==> config.mk <==
export PLATFORM = sky130hd
export DESIGN_NAME = pipe_scroller
export DESIGN_NICKNAME = d
export VERILOG_FILES = /design/src/rtl/pipe_scroller.sv
export SDC_FILE = /design/constraint.sdc
export NUM_CORES = 1
export LEC_CHECK = 0
export ABC_CLOCK_PERIOD_IN_PS = 2800
export CAP_MARGIN = 20
export CORE_ASPECT_RATIO = 1.2
export CORE_MARGIN = 3
export CORE_UTILIZATION = 40
export CTS_BUF_LIST = sky130_fd_sc_hd__clkbuf_8 sky130_fd_sc_hd__clkbuf_16
export DETAILED_ROUTE_END_ITERATION = 16
export GPL_ROUTABILITY_DRIVEN = 0
export PLACE_DENSITY = 0.79
export SKIP_CTS_REPAIR_TIMING = 1
export SYNTH_ARGS = -nofsm -noshare
export SYNTH_HDL_FRONTEND = slang
export SYNTH_SLANG_ARGS = --single-unit
==> constraint.sdc <==
create_clock -name clk -period 2.8 [get_ports clk]
set_input_delay 0.28 -clock clk [delete_from_list [all_inputs] [get_ports clk]]
set_output_delay 0.28 -clock clk [all_outputs]
set_load 0.05 [all_outputs]
==> src/rtl/pipe_scroller.sv <==
`default_nettype none
// pipe_scroller: scrolls three pipes, respawns them with LFSR gaps, scores and detects collisions.
// Collision/HALT is built only with PIPE_SCROLLER_COLLIDE_EN defined. Rev 1.0
module pipe_scroller #(
  parameter int unsigned HEIGHT      = 40,
  parameter int unsigned TICK_DIV    = 4,
  parameter int unsigned RESPAWN_POS = 60,
  parameter int unsigned GAP_SIZE    = 10,
  parameter int unsigned MIN_TOP     = 4,
  parameter int unsigned BIRD_SPAN   = 8
) (
  input  logic        clk,
  input  logic        rst_n,
  input  logic        start,
  input  logic [7:0]  altitude,
  output logic [71:0] gaps,
  output logic        collide,
  output logic [7:0]  score,
  output logic        running
);

  typedef enum logic [1:0] {
    S_IDLE = 2'd0,
    S_RUN  = 2'd1,
    S_HALT = 2'd2
  } state_t;

  typedef logic [7:0] byte3_t [3];

  localparam byte3_t     INIT_POS    = '{8'd20, 8'd40, 8'd60};
  localparam byte3_t     INIT_MAX    = '{8'd30, 8'd25, 8'd35};
  localparam byte3_t     INIT_MIN    = '{8'd20, 8'd15, 8'd25};
  localparam logic [7:0] LFSR_SEED   = 8'hA5;
  localparam logic [7:0] C_TICK_LAST = 8'(TICK_DIV - 1);
  localparam logic [7:0] C_RESPAWN   = 8'(RESPAWN_POS);
  localparam logic [7:0] C_GAP       = 8'(GAP_SIZE);
  localparam logic [7:0] C_MIN_TOP   = 8'(MIN_TOP);

  state_t     state_q, state_d;
  logic [7:0] cnt_q, cnt_d;
  logic [7:0] lfsr_q, lfsr_d;
  logic [7:0] score_q, score_d;
  byte3_t     pos_q, pos_d;
  byte3_t     max_q, max_d;
  byte3_t     min_q, min_d;
  logic       hit;
  logic       tick;
  logic [1:0] n_resp;
  logic [7:0] new_min;
  logic [8:0] score_sum;

`ifdef PIPE_SCROLLER_COLLIDE_EN
  localparam logic [8:0] C_HEIGHT = 9'(HEIGHT);
  localparam logic [7:0] C_SPAN   = 8'(BIRD_SPAN);

  logic signed [8:0] bird_row;
  logic [2:0]        pipe_hit;

  // An altitude above HEIGHT gives a negative row, which lies outside every gap.
  always_comb begin
    bird_row = $signed(C_HEIGHT) - $signed({1'b0, altitude});
    for (int i = 0; i < 3; i++) begin
      pipe_hit[i] = (pos_q[i] <= C_SPAN) &&
                    !((bird_row > $signed({1'b0, min_q[i]})) &&
                      (bird_row < $signed({1'b0, max_q[i]})));
    end
    hit = (altitude == 8'd0) || (|pipe_hit);
  end

  assign collide = (state_q == S_HALT);
`else
  logic unused_cfg;
  assign unused_cfg = ^{altitude, 8'(HEIGHT), 8'(BIRD_SPAN)};
  assign hit        = 1'b0;
  assign collide    = 1'b0;
`endif

  assign new_min = C_MIN_TOP + {4'b0000, lfsr_q[3:0]};

  always_comb begin
    state_d   = state_q;
    cnt_d     = cnt_q;
    lfsr_d    = lfsr_q;
    score_d   = score_q;
    pos_d     = pos_q;
    max_d     = max_q;
    min_d     = min_q;
    tick      = 1'b0;
    n_resp    = 2'd0;
    score_sum = 9'd0;
    case (state_q)
      S_IDLE: begin
        if (start) begin
          state_d = S_RUN;
          cnt_d   = 8'd0;
        end
      end
      S_RUN: begin
        // A collision freezes everything on this edge, including a coincident tick.
        if (hit) begin
          state_d = S_HALT;
        end else begin
          tick  = (cnt_q == C_TICK_LAST);
          cnt_d = tick ? 8'd0 : cnt_q + 8'd1;
          if (tick) begin
            lfsr_d = {lfsr_q[6:0], lfsr_q[7] ^ lfsr_q[5] ^ lfsr_q[4] ^ lfsr_q[3]};
            for (int i = 0; i < 3; i++) begin
              if (pos_q[i] == 8'd0) begin
                pos_d[i] = C_RESPAWN;
                min_d[i] = new_min;
                max_d[i] = new_min + C_GAP;
                n_resp   = n_resp + 2'd1;
              end else begin
                pos_d[i] = pos_q[i] - 8'd1;
              end
            end
            score_sum = {1'b0, score_q} + {7'b0000000, n_resp};
            score_d   = score_sum[8] ? 8'hFF : score_sum[7:0];
          end
        end
      end
      S_HALT: begin
        if (start) begin
          state_d = S_RUN;
          cnt_d   = 8'd0;
          score_d = 8'd0;
          pos_d   = INIT_POS;
          max_d   = INIT_MAX;
          min_d   = INIT_MIN;
        end
      end
      default: state_d = S_IDLE;
    endcase
  end

  always_ff @(posedge clk or negedge rst_n) begin
    if (!rst_n) begin
      state_q <= S_IDLE;
      cnt_q   <= 8'd0;
      lfsr_q  <= LFSR_SEED;
      score_q <= 8'd0;
      pos_q   <= INIT_POS;
      max_q   <= INIT_MAX;
      min_q   <= INIT_MIN;
    end else begin
      state_q <= state_d;
      cnt_q   <= cnt_d;
      lfsr_q  <= lfsr_d;
      score_q <= score_d;
      pos_q   <= pos_d;
      max_q   <= max_d;
      min_q   <= min_d;
    end
  end

  assign gaps    = {pos_q[0], max_q[0], min_q[0],
                    pos_q[1], max_q[1], min_q[1],
                    pos_q[2], max_q[2], min_q[2]};
  assign score   = score_q;
  assign running = (state_q == S_RUN);

endmodule
`default_nettype wire

### After elaboration in Yosys (flattened, before gate mapping)

Cells that the tools add are included.

* bits in writable memories: 0
* memories kept: 0
* bits in registers: 98
* latch bits: 0
* bits in read-only memories: 0
* output and inout port bits: 82

* shift operators: 0
* reduce and logical (&&, ||, !) cells: 14
* bitwise operators: 4
* $lt $le $gt $ge: 0
* multiply operators: 0
* $add $sub $neg: 9
* divide/modulo/power cells: 0
* multiplexer cells: 35
* equal/unequal tests: 9

Operator list (number)
* 24-bit 2-to-1 mux: 6
* 24-bit one-hot mux with 2 select lines: 3
* 8-bit 2-to-1 mux: 13
* 8-bit one-hot mux with 2 select lines: 2
* 8-bit zero test: 3
* 8-bit by 1-bit subtractor with 8-bit output (second input constant): 3
* 2-bit 2-to-1 mux: 9
* 4-bit AND reduction: 3
* 2-bit by 1-bit != test with 1-bit output (second input constant): 5
* 8-bit by 2-bit adder with 9-bit output: 1
* 8-bit by 1-bit adder with 8-bit output (second input constant): 1
* 8-bit by 2-bit == test with 1-bit output (second input constant): 1
* 5-bit by 4-bit adder with 6-bit output (second input constant): 1
* 2-bit AND reduction: 3
* 3-bit by 4-bit adder with 5-bit output (first input constant): 1
* 2-bit by 1-bit adder with 2-bit output (second input constant): 2
* 2-bit one-hot mux with 2 select lines: 1
* 2-bit nonzero test: 2
* 3-bit AND reduction: 1
* 1-bit bitwise XOR: 3
* 2-bit by 1-bit == test with 1-bit output (second input constant): 1
* 2-bit == test (second input constant): 1
* 2-bit zero test: 1
* 2-bit != test (second input constant): 1
* 3 further kinds: 3

### Longest topological paths before layout

* depth after elaboration: 16
* depth in mapped cells: 14
* mapped depth without buffers: 13

### Worst setup path before layout

No wires, ideal clock.

* path type: reg2reg
* from: register pos_q, in the netlist gaps[40]
* to: register score_q[1], in the netlist score[1]
* cell stages (with the launch flop): 15
* slack: -0.277 ns
* setup time: 0.121 ns
* arrival time: 2.956 ns
* path buffers: 1
* path through: dfrtp_1 inv_1 ha_1 nor3b_1 and2_1 clkbuf_1 inv_1 ha_1 xnor2_1 ha_1 fa_1 nand2_1 or3_1 nand2_1 o22a_1

* longest elaborated chain between the ends: 12

Ends and longest elaborated chain
* start: declaration: line 43 `byte3_t pos_q, pos_d;`
* start signal: assignment: line 150 `pos_q <= pos_d;`
* 8-bit zero test (*): line 108 `if (pos_q[i] == 8'd0) begin`
* 2-bit 2-to-1 mux (*): line 108
* 2-bit 2-to-1 mux (*): line 105 `if (tick) begin`
* 2-bit 2-to-1 mux (*): line 91 `case (state_q)`
* 2-bit by 1-bit adder with 2-bit output: line 112 `n_resp = n_resp + 2'd1;`
* 2-bit 2-to-1 mux (*): line 108
* 2-bit 2-to-1 mux (*): line 105
* 2-bit 2-to-1 mux (*): line 91
* 8-bit by 2-bit adder with 9-bit output (*): line 117 `score_sum = {1'b0, score_q} + {7'b0000000, n_resp};`
* 8-bit 2-to-1 mux (*): line 118 `score_d = score_sum[8] ? 8'hFF : score_sum[7:0];`
* 8-bit 2-to-1 mux (*): line 105
* 8-bit one-hot mux with 2 select lines (*): line 91
* end signal: assignment: line 149 `score_q <= score_d;`
* end: declaration: line 42 `logic [7:0] score_q, score_d;`

Every way passes the cells marked *; elsewhere a longest branch is shown, timed or not. The select of a mux whose other input is x is not followed.
A chain may end at the register's enable or synchronous reset.

### Final worst setup path

* from: register pos_q, in the netlist gaps[67]
* to: register score_q[7], in the netlist score[7]

* longest elaborated chain between the ends: 16

Ends and longest elaborated chain (line)
* 8-bit zero test (*): 108
* 1-bit 2-to-1 mux (*): 108
* 2-bit 2-to-1 mux (*): 105
* 2-bit 2-to-1 mux (*): 91
* 2-bit by 1-bit adder with 2-bit output: 112
* 2-bit 2-to-1 mux (*): 108
* 2-bit 2-to-1 mux (*): 105
* 2-bit 2-to-1 mux (*): 91
* 2-bit by 1-bit adder with 2-bit output: 112
* 2-bit 2-to-1 mux (*): 108
* 2-bit 2-to-1 mux (*): 105
* 2-bit 2-to-1 mux (*): 91
* 8-bit by 2-bit adder with 9-bit output (*): 117
* 8-bit 2-to-1 mux (*): 118
* 8-bit 2-to-1 mux (*): 105
* 8-bit one-hot mux with 2 select lines (*): 91

Marks and branches as above.

==> results.md <==
* Fmax at 0.369 GHz
* Final Setup Violations at 0
* Final wirelength at 8820 um
* Core region area at 0.00966 mm2
* Final Hold Fails at 20
* Minimum clock period at 2710 ps
* Nets at 483
* CP endpoint kind: flop
* CTS buffer count at 9
* Number of enable flip-flop cells after synthesis at 0
* Synthesis Warnings at 0
* Rel. slew slack at 63.8%
* Met3 WL at 397 um
* Worst reg-to-reg path cell count at 10
* Root cell of the clock tree: clkbuf_16
* Die extent in y at 116 um
* Layout Utilization at 54.1%
* Remaining antenna violation count at 0
* Largest fanout on the critical path at 7
* Avg Inst Size Synth at 10.8 um2
* Die Area at 0.0113 mm2
* DP Cell Count at 560
* Starting Density at 41.5%
* Total number of vias at 3052
* GRT Total Usage at 16.0%
* DRT iter0 DRCs at 178
* Initial antenna violation count at 0
* H-tree levels at 3
* Netlist Area Pre-Place at 0.00401 mm2
* Total grt overflow at 0
* Area leader, netlist: dfrtp_1
* Top layer in use: met4
* Reg clk slew, reported paths at 60 ps
* Final non-filler cell total at 585
* Vias in the first global route at 2943
* Max cap viols at 0
* Yosys top cell area share at 31.2%
* Post-route DRC at 0
* Comb pwr share at 46.8%
* Wire length per cell at 15.1 um
* Worst VDD drop at 0.511 mV
* Required time of the critical path at 3020 ps
* Worst slew pin tran at 537 ps
* Fraction of registers with async set/reset at 100%
* Total leakage power at 2.21 nW
* Crit path launch type: flop
* Layout Skew at 6.89 ps
* Critical Path AT at 2930 ps
* Failing checks: hold timing
* Power Density at 1080 mW/mm2
* Sw Pwr at 2.52 mW
* Synth-to-Final Area Change at 30.5%
* DR WL met2 at 4560 um
* I/O pins at 93
* Sequential area share after synthesis at 50.2%
* Hpwl dp at 6220 um
* Die width at 97.4 um
* Skew-Pair Late Insertion Delay at 340 ps
* Share of layout cells above drive strength 1 at 22.9%
* Internal power at 3.14 mW
* Largest net degree at the start of global routing at 80
* I/O Buffers at 68
* CTS Sinks at 79
* Mapped Cells at 372
* Routed length on met1 at 3790 um
* Switching Fraction at 44.6%
* Most common cell in the synthesized netlist: dfrtp_1
* Slew Limit Fails at 0
* First drt pass iteration count at 4
* Antenna Cells at 0
* Outcome: finished, violations left
* Yosys reg bits at 79
* Top post-synthesis cells by count: 50 x dfrtp_1, 39 x nand2_1, 29 x dfstp_2, 29 x mux2_1, 21 x buf_4
* Dominant cells by area after synthesis: dfrtp_1 31%, dfstp_2 19%, mux2_1 8.2%
* Post-synth cell types at 50
* Via-per-instance ratio at 5.22
* Clock network power share at 19.4%
* CTS tree: yes
* Setup slack, reg-to-reg at 90 ps
* FP Rows at 39
* Global-route wire length before repair at 14600 um
* Hold_ws at -26.3 ps
* Min-Delay Path Class: in -> async
* Sequential share of power at 33.9%
* Fin crit share at 96.9%
* Top_reg_cell synth: dfrtp_1
* Bufs on Longest Clock Path at 2
* Worst setup path class: reg -> reg
## per-stage QoR
stage | cell area, um2 | hold slack, ps | TNS, ps | worst slack (ps) | power (mW)
final | 5230 | -26.3 | 0 | 87.3 | 5.66
after global routing | 5230 | 4.22 | -50.2 | -22.1 | 5.98
after CTS | 5140 | -1.65 | 0 | 54.1 | 5.58
after detailed placement | 4860 | 357 | 0 | 107 | 4.46
after global placement | 4860 | 350 | 0 | 159 | 4.37
after floorplan | 4120 | -15.6 | 0 | 8.14 | 3.63
## final timing paths
path | startpoint | end
max reg2reg | gaps[67] | score[7]
min | rst_n | gaps[12]
min reg2reg | lfsr_q[6] | lfsr_q[7]
min in group clk | lfsr_q[6] | lfsr_q[7]
max in group asynchronous | rst_n | gaps[45]
max | gaps[67] | score[7]
## layer usage
layer	vias up	GRT usage, %
met3	9	3.49
met5	-	0
met1	1519	19.1
li1	1451	-
met4	0	4.43
met2	73	29.2
## cells by family (layout without fill, tap and decap cells)
kind of cell	count (synthesis)	count (layout)	synth area share [%]
AO/OA/AOI/OAI	63	63	9.71
XOR/XNOR	6	6	1.31
adder cells (fa/ha/maj)	15	15	4.87
buffers and inverters	48	123	6.75
flip-flops	79	79	50.2
multiplexers	35	35	9.93
other	1	16	0.0936
AND/OR/NAND/NOR	125	125	17.1
## area by class of cell
type / instances / area [um2]
clock buffers: 9 / 225
clock inverters: 7 / 56.3
fillers: 823 / 4430
inverters: 16 / 60.1
multi-input cells: 260 / 1850
flip-flops and latches: 79 / 2020
well taps: 123 / 154
repair buffers: 91 / 861
## flip-flops by register name, summed over array words and instances (netlist names)
name,flops
state_q,1
cnt_q,8
score,8
gaps,54
lfsr_q,8
## worst max-delay path, cell delays in order, from the launching register on
cell and delay (ps):
dfrtp_2 460, nor4_4 320, and3_4 250, inv_2 50, ha_4 230, xnor2_1 120
ha_2 220, fa_2 400, buf_4 150, nand2b_1 140, mux2_4 260
## cells in the final DEF, fill, tap and decap left out, types with 7 or more instances in the layout
cell type / count
nand2_1: 38
buf_4: 22
nor2_1: 15
mux2_1: 29
o21ai_1: 15
conb_1: 16
a21oi_1: 9
nand3_1: 17
dfrtp_1: 43
dfrtp_2: 7
dfstp_2: 29
inv_1: 12
nor3_1: 8
o21ai_0: 15
ha_1: 11
clkbuf_16: 9
clkdlybuf4s50_1: 67
## power groups by stage
stage | combinational [mW] | sequential [mW] | clock (mW)
CTS | 2.55 | 1.92 | 1.11
global route | 2.83 | 1.98 | 1.17
floorplan | 0.924 | 2.70 | 0
global placement | 2.46 | 1.91 | 0
detailed placement | 2.53 | 1.93 | 0
finish | 2.64 | 1.92 | 1.10
No activity file was read; power rests on OpenSTA's default activity.
